$ cat src/rtl/motoro3_sched_pkg.sv
// Shared types and defaults for the motoro3 ramp scheduler.
package motoro3_sched_pkg;

    localparam int unsigned LVL_W_DEF   = 4;
    localparam int unsigned MAX_LVL_DEF = 12;

    typedef enum logic [2:0] {
        IDLE,
        START,
        RAMP,
        RUN,
        BRAKE,
        COAST,
        FAULT
    } schedState_t;

    // Requested levels above the legal maximum are pinned to the maximum.
    function automatic int unsigned clampLvl(input int unsigned lvl, input int unsigned maxLvl);
        return (lvl > maxLvl) ? maxLvl : lvl;
    endfunction

endpackage

$ cat src/rtl/motoro3_pace_timer.sv
// Loadable down-counter producing a single-cycle tick when it reaches zero.
// Load with (period - 1) to get a tick exactly 'period' cycles after the load edge.
module motoro3_pace_timer #(
    parameter int unsigned CNT_W = 16
) (
    input  logic             clkI,
    input  logic             rstI,
    input  logic             loadI,
    input  logic [CNT_W-1:0] loadValI,
    output logic             tickO
);

    logic [CNT_W-1:0] cnt;
    logic             armed;

    // Count down while armed; a load restarts the period and wins over an expiring tick.
    always_ff @(posedge clkI) begin
        // NOTE: clocked state is updated only with non-blocking assignments so every
        // register samples the pre-edge values of its neighbours.
        if (rstI) begin
            cnt   <= '0;
            armed <= 1'b0;
        end else if (loadI) begin
            cnt   <= loadValI;
            armed <= 1'b1;
        end else if (armed) begin
            if (cnt == '0) begin
                armed <= 1'b0;
            end else begin
                cnt <= cnt - 1'b1;
            end
        end
    end

    assign tickO = armed && (cnt == '0);

endmodule

$ cat src/rtl/motoro3_ramp_sched.sv
// Command sequencer for the 3-phase bridge driver: paces INC/DEC pulses to ramp
// speed, reverses direction via brake/coast/restart, and stops hard on faults.
// Optional command watchdog (and the wdogO port) enabled by defining M3SCHED_WDOG_EN.
module motoro3_ramp_sched
    import motoro3_sched_pkg::*;
#(
    parameter int unsigned LVL_W     = LVL_W_DEF,
    parameter int unsigned MAX_LVL   = MAX_LVL_DEF,
    parameter int unsigned STEP_CYC  = 1000,
    parameter int unsigned COAST_CYC = 5000
`ifdef M3SCHED_WDOG_EN
    ,
    parameter int unsigned WDOG_CYC  = 2**20
`endif
) (
    input  logic             clkI,
    input  logic             rstI,
    input  logic             cmdValidI,
    output logic             cmdReadyO,
    input  logic             cmdRunI,
    input  logic             cmdDirI,
    input  logic [LVL_W-1:0] cmdLvlI,
    input  logic             faultI,
    input  logic             faultClrI,
    output logic             m3startO,
    output logic             m3forceStopO,
    output logic             m3invRotateO,
    output logic             m3freqINCo,
    output logic             m3freqDECo,
    output logic [LVL_W-1:0] curLvlO,
    output logic             busyO
`ifdef M3SCHED_WDOG_EN
    ,
    output logic             wdogO
`endif
);

    localparam int unsigned PACE_MAX = (STEP_CYC > COAST_CYC) ? STEP_CYC : COAST_CYC;
    localparam int unsigned PACE_W   = $clog2(PACE_MAX);
    localparam logic [PACE_W-1:0] STEP_LOAD  = PACE_W'(STEP_CYC - 1);
    localparam logic [PACE_W-1:0] COAST_LOAD = PACE_W'(COAST_CYC - 1);
    localparam logic [LVL_W-1:0]  LVL_MAX    = LVL_W'(MAX_LVL);

    schedState_t state, stateNext;

    logic [LVL_W-1:0]  tgt, tgtNext;
    logic [LVL_W-1:0]  cur, curNext;
    logic [LVL_W-1:0]  pendTgt, pendTgtNext;
    logic              pendValid, pendValidNext;
    logic              pendDir, pendDirNext;
    logic              invQ, invNext;
    logic              incNext, decNext;
    logic              startQ, forceStopQ, incQ, decQ;
    logic              timerLoad;
    logic [PACE_W-1:0] timerVal;
    logic              paceTick;
    logic              accept;
    logic              wdogTrip;
    logic [LVL_W-1:0]  cmdTgt;

    assign cmdReadyO = !rstI && !faultI && (state == IDLE || state == RUN);
    assign accept    = cmdValidI && cmdReadyO;
    assign cmdTgt    = LVL_W'(clampLvl(32'(cmdLvlI), MAX_LVL));

    // One timer serves both the pulse pacing and the coast interval; they never overlap.
    motoro3_pace_timer #(
        .CNT_W (PACE_W)
    ) u_pace (
        .clkI     (clkI),
        .rstI     (rstI),
        .loadI    (timerLoad),
        .loadValI (timerVal),
        .tickO    (paceTick)
    );

`ifdef M3SCHED_WDOG_EN
    localparam int unsigned WDOG_W = $clog2(WDOG_CYC);

    logic [WDOG_W-1:0] wdogCnt;
    logic              wdogQ;

    assign wdogTrip = (state == RAMP || state == RUN) && !accept &&
                      (wdogCnt == WDOG_W'(WDOG_CYC - 1));

    // Watchdog: count cycles without a command while the motor is commanded to turn.
    always_ff @(posedge clkI) begin
        if (rstI) begin
            wdogCnt <= '0;
            wdogQ   <= 1'b0;
        end else begin
            if (accept || wdogTrip || state == IDLE || state == FAULT) begin
                wdogCnt <= '0;
            end else if (state == RAMP || state == RUN) begin
                wdogCnt <= wdogCnt + 1'b1;
            end
            if (accept) begin
                wdogQ <= 1'b0;
            end else if (wdogTrip && !faultI) begin
                wdogQ <= 1'b1;
            end
        end
    end

    assign wdogO = wdogQ;
`else
    assign wdogTrip = 1'b0;
`endif

    // State register.
    always_ff @(posedge clkI) begin
        if (rstI) begin
            state <= IDLE;
        end else begin
            state <= stateNext;
        end
    end

    // Next-state, target/level bookkeeping and pulse decisions.
    always_comb begin
        // NOTE: every signal this block drives gets a default first, so no path can
        // leave a value unassigned and infer a latch.
        stateNext     = state;
        tgtNext       = tgt;
        curNext       = cur;
        invNext       = invQ;
        incNext       = 1'b0;
        decNext       = 1'b0;
        pendValidNext = pendValid;
        pendDirNext   = pendDir;
        pendTgtNext   = pendTgt;
        timerLoad     = 1'b0;
        timerVal      = STEP_LOAD;

        unique case (state)
            IDLE: begin
                if (accept && cmdRunI) begin
                    tgtNext   = cmdTgt;
                    invNext   = cmdDirI;
                    stateNext = START;
                end
            end
            START: begin
                timerLoad = 1'b1;
                stateNext = RAMP;
            end
            RAMP, BRAKE: begin
                if (cur == tgt) begin
                    if (state == RAMP) begin
                        stateNext = RUN;
                    end else begin
                        stateNext = COAST;
                        timerLoad = 1'b1;
                        timerVal  = COAST_LOAD;
                    end
                end else if (paceTick) begin
                    timerLoad = 1'b1;
                    if (cur < tgt) begin
                        if (cur < LVL_MAX) begin
                            incNext = 1'b1;
                            curNext = cur + 1'b1;
                        end
                    end else if (cur != '0) begin
                        decNext = 1'b1;
                        curNext = cur - 1'b1;
                    end
                end
            end
            RUN: begin
                if (accept) begin
                    timerLoad = 1'b1;
                    if (!cmdRunI) begin
                        tgtNext       = '0;
                        pendValidNext = 1'b0;
                        stateNext     = BRAKE;
                    end else if (cmdDirI != invQ) begin
                        pendValidNext = 1'b1;
                        pendDirNext   = cmdDirI;
                        pendTgtNext   = cmdTgt;
                        tgtNext       = '0;
                        stateNext     = BRAKE;
                    end else if (cmdTgt != tgt) begin
                        tgtNext   = cmdTgt;
                        stateNext = RAMP;
                    end else begin
                        timerLoad = 1'b0;
                    end
                end
            end
            COAST: begin
                if (paceTick) begin
                    if (pendValid) begin
                        invNext       = pendDir;
                        tgtNext       = pendTgt;
                        pendValidNext = 1'b0;
                        stateNext     = START;
                    end else begin
                        stateNext = IDLE;
                    end
                end
            end
            FAULT: begin
                curNext       = '0;
                pendValidNext = 1'b0;
                if (faultClrI && !faultI) begin
                    stateNext = IDLE;
                end
            end
            default: begin
                stateNext = IDLE;
            end
        endcase

        // A watchdog expiry behaves like an accepted stop command.
        if (wdogTrip) begin
            stateNext     = BRAKE;
            tgtNext       = '0;
            pendValidNext = 1'b0;
            curNext       = cur;
            incNext       = 1'b0;
            decNext       = 1'b0;
            timerLoad     = 1'b1;
            timerVal      = STEP_LOAD;
        end

        // A fault overrides any accept, tick or watchdog action in the same cycle.
        if (faultI) begin
            stateNext     = FAULT;
            tgtNext       = tgt;
            curNext       = '0;
            invNext       = invQ;
            incNext       = 1'b0;
            decNext       = 1'b0;
            pendValidNext = 1'b0;
            timerLoad     = 1'b0;
        end
    end

    // Datapath and driver-facing output registers; levels follow the next state.
    always_ff @(posedge clkI) begin
        if (rstI) begin
            tgt        <= '0;
            cur        <= '0;
            invQ       <= 1'b0;
            pendValid  <= 1'b0;
            pendDir    <= 1'b0;
            pendTgt    <= '0;
            startQ     <= 1'b0;
            forceStopQ <= 1'b0;
            incQ       <= 1'b0;
            decQ       <= 1'b0;
        end else begin
            tgt        <= tgtNext;
            cur        <= curNext;
            invQ       <= invNext;
            pendValid  <= pendValidNext;
            pendDir    <= pendDirNext;
            pendTgt    <= pendTgtNext;
            startQ     <= (stateNext inside {START, RAMP, RUN, BRAKE});
            forceStopQ <= (stateNext == FAULT);
            incQ       <= incNext;
            decQ       <= decNext;
        end
    end

    assign m3startO     = startQ;
    assign m3forceStopO = forceStopQ;
    assign m3invRotateO = invQ;
    assign m3freqINCo   = incQ;
    assign m3freqDECo   = decQ;
    assign curLvlO      = cur;
    assign busyO        = !(state == IDLE || state == RUN);

endmodule

$ cat config.mk
export PLATFORM = sky130hd
export DESIGN_NAME = motoro3_ramp_sched
export DESIGN_NICKNAME = d
export VERILOG_FILES = /design/src/rtl/motoro3_sched_pkg.sv /design/src/rtl/motoro3_pace_timer.sv /design/src/rtl/motoro3_ramp_sched.sv
export SDC_FILE = /design/constraint.sdc
export NUM_CORES = 1
export LEC_CHECK = 0
export BUFFER_PORTS_ARGS = -buffer_cell sky130_fd_sc_hd__buf_4
export CAP_MARGIN = 15
export CORE_MARGIN = 5
export CORE_UTILIZATION = 50
export CTS_CLUSTER_SIZE = 28
export DETAILED_ROUTE_END_ITERATION = 8
export PLACE_DENSITY = 0.69
export REMOVE_ABC_BUFFERS = 1
export SLEW_MARGIN = 40
export SYNTH_ARGS = -nofsm -noshare
export SYNTH_HDL_FRONTEND = slang
export SYNTH_SLANG_ARGS = --single-unit
$ cat constraint.sdc
create_clock -name clkI -period 3.1 [get_ports clkI]
set_input_delay 0 -clock clkI [delete_from_list [all_inputs] [get_ports clkI]]
set_output_delay 0 -clock clkI [all_outputs]
set_load 0.02 [all_outputs]
; ---- Yosys cells after proc, flatten, opt, wreduce, memory -nomap -nowiden
; Index checks and enable logic that the tools add are counted.
[classes]
addsub = 3
magnitude_cmp = 3
eq_ne = 25
n_mux = 56
n_bitwise = 4
n_reduce_logical = 29
[ops]
columns = op, n
row1 = 13-bit 2-to-1 mux, 6
row2 = 4-bit 2-to-1 mux, 13
row3 = 3-bit 2-to-1 mux, 10
row4 = 1-bit 2-to-1 mux, 21
row5 = 3-bit case mux with 6 select lines, 1
row6 = 3-bit equality test (second input constant), 5
row7 = 2-bit != test (second input constant), 7
row8 = 13-bit zero test, 1
row9 = 13-bit by 1-bit subtractor with 13-bit output (second input constant), 1
row10 = 3-bit by 2-bit equality test with 1-bit output (second input constant), 4
row11 = 4-bit case mux with 3 select lines, 1
row12 = 6-bit OR reduction, 2
row13 = 5-bit AND reduction, 2
row14 = 3-bit != test (second input constant), 3
row15 = 4-bit case mux with 2 select lines, 1
row16 = 4-bit AND reduction, 2
row17 = 4-bit nonzero test, 2
row18 = 7-bit AND reduction, 1
row19 = 3-bit by 1-bit equality test with 1-bit output (second input constant), 2
row20 = 1-bit logical AND, 6
row21 = 1-bit case mux with 3 select lines, 2
row22 = 2-bit nonzero test, 3
row23 = 3-bit nonzero test, 2
row24 = 4-bit by 1-bit adder with 4-bit output (second input constant), 1
row25 = 15 further kinds, 21
[word_totals]
ff_bits = 36
in_bits = 11
wordCells = 133

; ---- Logic depth before layout (Yosys ltp)
[logic_depth]
ltp_word = 11
depth_mapped = 12

; ---- Cells and area by module
; Synthesis repeated with hierarchy kept, for this count alone.
[unflattened]
cells_unflattened = 313
area_unflattened_um2 = 2473.6
[modules_own_cells]
columns = module, n_inst, cells_per_inst, area_each_um2
row1 = motoro3_ramp_sched, 1, 202, 1567.8
row2 = motoro3_pace_timer, 1, 111, 905.9

; ---- Worst setup path before layout
; Ideal clock, no wire load.
[synth_timing]
path_kind = register to register
start = reg cur[1], in the netlist curLvlO[1]
end = reg cur[3], in the netlist curLvlO[3]
setup_time_ps = 121
arrival_ps = 2442
t_required_ps = 2979
setup_slack_ps = 536
stages_incl_launch_ff = 12
path_buffers = 0
period_less_slack_ps = 2564
path_cell_list = dfxtp_1 -> ha_1 -> nor2b_1 -> o211ai_1 -> nand2_1 -> ha_1 -> a21o_1 -> a21o_1 -> a21o_1 -> a21oi_1 -> o21a_1 -> o21ai_0
[synth_between]
elab_chain_len = 6
[synth_lines]
columns = element, line
row1 = "start, declared", motoro3_ramp_sched.sv:47  ; logic [LVL_W-1:0] cur, curNext;
row2 = "start signal, assigned", motoro3_ramp_sched.sv:253  ; cur <= curNext;
row3 = 4-bit by 1-bit subtractor with 4-bit output / 4-bit by 1-bit adder with 4-bit output (equally long branches), "motoro3_ramp_sched.sv:164, motoro3_ramp_sched.sv:160"
row4 = 4-bit 2-to-1 mux (on tied branches), "motoro3_ramp_sched.sv:162, motoro3_ramp_sched.sv:158"
row5 = 4-bit 2-to-1 mux, motoro3_ramp_sched.sv:157  ; if (cur < tgt) begin
row6 = 4-bit 2-to-1 mux, motoro3_ramp_sched.sv:155  ; end else if (paceTick) begin
row7 = 4-bit 2-to-1 mux, motoro3_ramp_sched.sv:147  ; if (cur == tgt) begin
row8 = 4-bit case mux with 2 select lines, motoro3_ramp_sched.sv:134  ; unique case (state)
; Parallel ways exist; a longest one is shown, timed or not. The select of a mux whose other input is x is not followed.
; A chain may end at the register's enable or synchronous reset.

; ---- Worst setup path in the final report
[layout_timing]
start = reg tgt[1]
end = reg cur[3], in the netlist curLvlO[3]
[layout_between]
elab_chain_len = 5
[layout_lines]
columns = element, line
row1 = "start, declared", motoro3_ramp_sched.sv:46  ; logic [LVL_W-1:0] tgt, tgtNext;
row2 = "start signal, assigned", motoro3_ramp_sched.sv:252  ; tgt <= tgtNext;
row3 = 4-bit < comparator, motoro3_ramp_sched.sv:157
row4 = 4-bit 2-to-1 mux, motoro3_ramp_sched.sv:157
row5 = 4-bit 2-to-1 mux, motoro3_ramp_sched.sv:155
row6 = 4-bit 2-to-1 mux, motoro3_ramp_sched.sv:147
row7 = 4-bit case mux with 2 select lines, motoro3_ramp_sched.sv:134
; Parallel ways exist; a longest one is shown, timed or not. The select of a mux whose other input is x is not followed.

==> flow_summary.json <==
{
  "p_per_area_mw_per_mm2": 525,
  "firstDrtPassIters": 4,
  "yosysWarnings": 0,
  "synthFlopType": "dfxtp_1",
  "routed_wl_um": 5050,
  "syn_inst": 270,
  "clkTransAtPathRegs_ns": 0.08,
  "grt_antenna_before_repair": 0,
  "setup_violations": 0,
  "start_util": 0.519,
  "ant_nets": 0,
  "final.setup.tns_ns": 0,
  "fmax_ghz": 0.378,
  "die_h_um": 77.5,
  "num_rows": 24,
  "wl_per_cell_um": 14.7,
  "ys_seq_area_frac": 0.317,
  "gp_congestion": 0.934,
  "numCtsBuffers": 5,
  "crit_path_max_fanout": 5,
  "startpoint_type": "flip-flop",
  "synth.avg_cell_area_um2": 8.42,
  "die_x_um": 77.5,
  "placed_cell_area_mm2": 0.00247,
  "track_usage": 0.171,
  "synthToLayoutAreaGrowth_pct": 13.4,
  "postSynth.asyncResetShare": 0,
  "syn_area_mm2": 0.00227,
  "required_ns": 3.27,
  "period_needed_ns": 2.65,
  "cts_max_level": 2,
  "grt_pass1_wl_um": 8570,
  "reg2reg_setup_slack_ns": 0.45,
  "crit_path_start": "tgt[1]",
  "cts_resized": 0,
  "n_antenna_cell": 0,
  "min_period_over_period": 0.854,
  "tightest_slew_ns": 0.760,
  "fin_area_mm2": 0.00258,
  "nNetsFinal": 311,
  "fin_skew_ns": 0.00901,
  "clk_latency_ns": 0.29,
  "drive_above_1_share": 0.168,
  "clockBufferDepth": 2,
  "drc_errors": 0,
  "ys_seq_elements": 36,
  "die_area_mm2": 0.00600,
  "core_mm2": 0.00438,
  "synth_cell_types": 53,
  "cap_violations": 0,
  "end_kind": "flip-flop",
  "portBuffers": 21,
  "vias": 2015,
  "status": "finished, final reports clean",
  "hold_viol_final": 0,
  "synth_edf_count": 0,
  "grt_pass1_vias": 1868,
  "timing.rr.start": "tgt[1]",
  "arrival_ns": 2.82,
  "hp-class": "in -> reg",
  "relSlewSlack": 0.489,
  "clock_sinks": 36,
  "rsz0062_at_grt": "false",
  "cts_tree": "yes",
  "root_buffer": "clkbuf_8",
  "power_leakage_nw": 1.02,
  "dp_hpwl_um": 3860,
  "n_fill_cell": 411,
  "avgViaCountPerCell": 5.86,
  "grt_max_degree": 32,
  "hold_start": "cmdLvlI[3]",
  "initialDrtViolationCount": 196,
  "ir_worst_vdd_mv": 0.209,
  "num_io_pins": 22,
  "path_class": "reg -> reg",
  "slew_violations": 0,
  "overflow": 0
}
[cell usage after synthesis, types with 3 or more instances]
master    instances  area [um2]
a211oi_1          6        45.0
a21o_1            3        22.5
a21oi_1          22         110
a22oi_1           3        22.5
a31oi_1           3        18.8
and2_1            6        37.5
clkbuf_1         10        37.5
dfxtp_1          36         721
ha_1              8         100
inv_1            11        41.3
mux2i_1           8        80.1
nand2_1          17        63.8
nand3_1           4        20.0
nand4_1           6        37.5
nor2_1           29         109
nor2b_1           7        43.8
nor3_1            6        30.0
nor4_1            7        43.8
o211ai_1          5        37.5
o21a_1            3        22.5
o21ai_0           8        40.0
or2_2             6        37.5
or3_1             3        18.8
or4_1             3        22.5
xnor2_1           8        70.1
xor2_1            9        78.8
[timing repair]
action,4_1_cts,5_1_grt
hold buffers,1,0
endpoints found under the setup margin,0,0
endpoints found under the hold margin,1,0
setup buffers,0,0
[path summary, 6_finish.rpt]
| check | to | depth (start not counted) |
|---|---|---|
| max | curLvlO[3] | 12 |
| min reg2reg | pendTgt[2] | 2 |
| min | pendTgt[3] | 3 |
| max reg2reg | curLvlO[3] | 12 |
[kinds of logic (layout without fill, tap and decap cells)]
group	Yosys count	after routing	synth area share
compound gates	67	67	0.215
buf+inv	23	45	0.0413
fa+ha+maj	9	9	0.0528
mux	11	11	0.0517
flops	36	36	0.317
simple gates	107	107	0.257
xor+xnor	17	17	0.0655
[registers in the layout, indices dropped and copies added (netlist names), 3 cells and up]
name	count
state	3
pendTgt	4
u_pace.cnt	13
curLvlO	4
tgt	4
[cell type report]
class,count,area (um2),share of cell area
clock buffer,7,86.3,0.0335
clock inverter,1,7.51,0.00291
inverter,11,41.3,0.0160
multi-input combinational,211,1460,0.566
sequential,36,721,0.279
tap,52,65.1,0.0252
timing repair buffer,26,198,0.0767
[critical path: stages (launching register included)]
cell	delay, ns
dfxtp_1	0.38
inv_1	0.06
ha_1	0.29
nor2b_1	0.14
o211ai_1	0.31
nand2_1	0.18
ha_1	0.31
a21o_1	0.18
a21o_1	0.18
a21o_1	0.15
a21oi_1	0.16
o21a_1	0.13
o21ai_0	0.07
[cell usage in the layout (no fill, tap or decap), types with 8 or more instances in the layout]
cell	Yosys	routed
nand2_1	17	17
buf_4	0	25
inv_1	11	11
xor2_1	9	9
mux2i_1	8	8
dfxtp_1	36	36
o21ai_0	8	8
xnor2_1	8	8
ha_1	8	8
nor2_1	29	29
a21oi_1	22	22
[per-stage QoR]
step	cells	setup WS (ns)	hold slack, ns	utilization	total power [mW]
floorplan	258	0.536	0.0691	-	0.893
global placement	335	0.551	0.300	0.564	1.01
detailed placement	335	0.487	0.307	0.564	1.01
CTS	344	0.452	0.00251	0.588	1.37
global route	344	0.189	0.0221	0.588	1.45
finish	344	0.454	0.00859	0.588	1.35
[report_power, final]
part	internal, mW	switching [mW]	total (mW)
sequential	0.503	0.0501	0.554
combinational	0.191	0.262	0.453
clock	0.181	0.167	0.347
total	0.875	0.479	1.35
[metal layers]
| metal | share of wire | track usage | wire length [um] |
|---|---|---|---|
| met3 | 0.062 | 0.0405 | 314 |
| met4 | 0.014 | 0.0567 | 69 |
| met1 | 0.51 | 0.243 | 2570 |
| met5 | 0 | 0 | 0 |
| met2 | 0.41 | 0.255 | 2100 |
(Power assumes the default switching activity.)
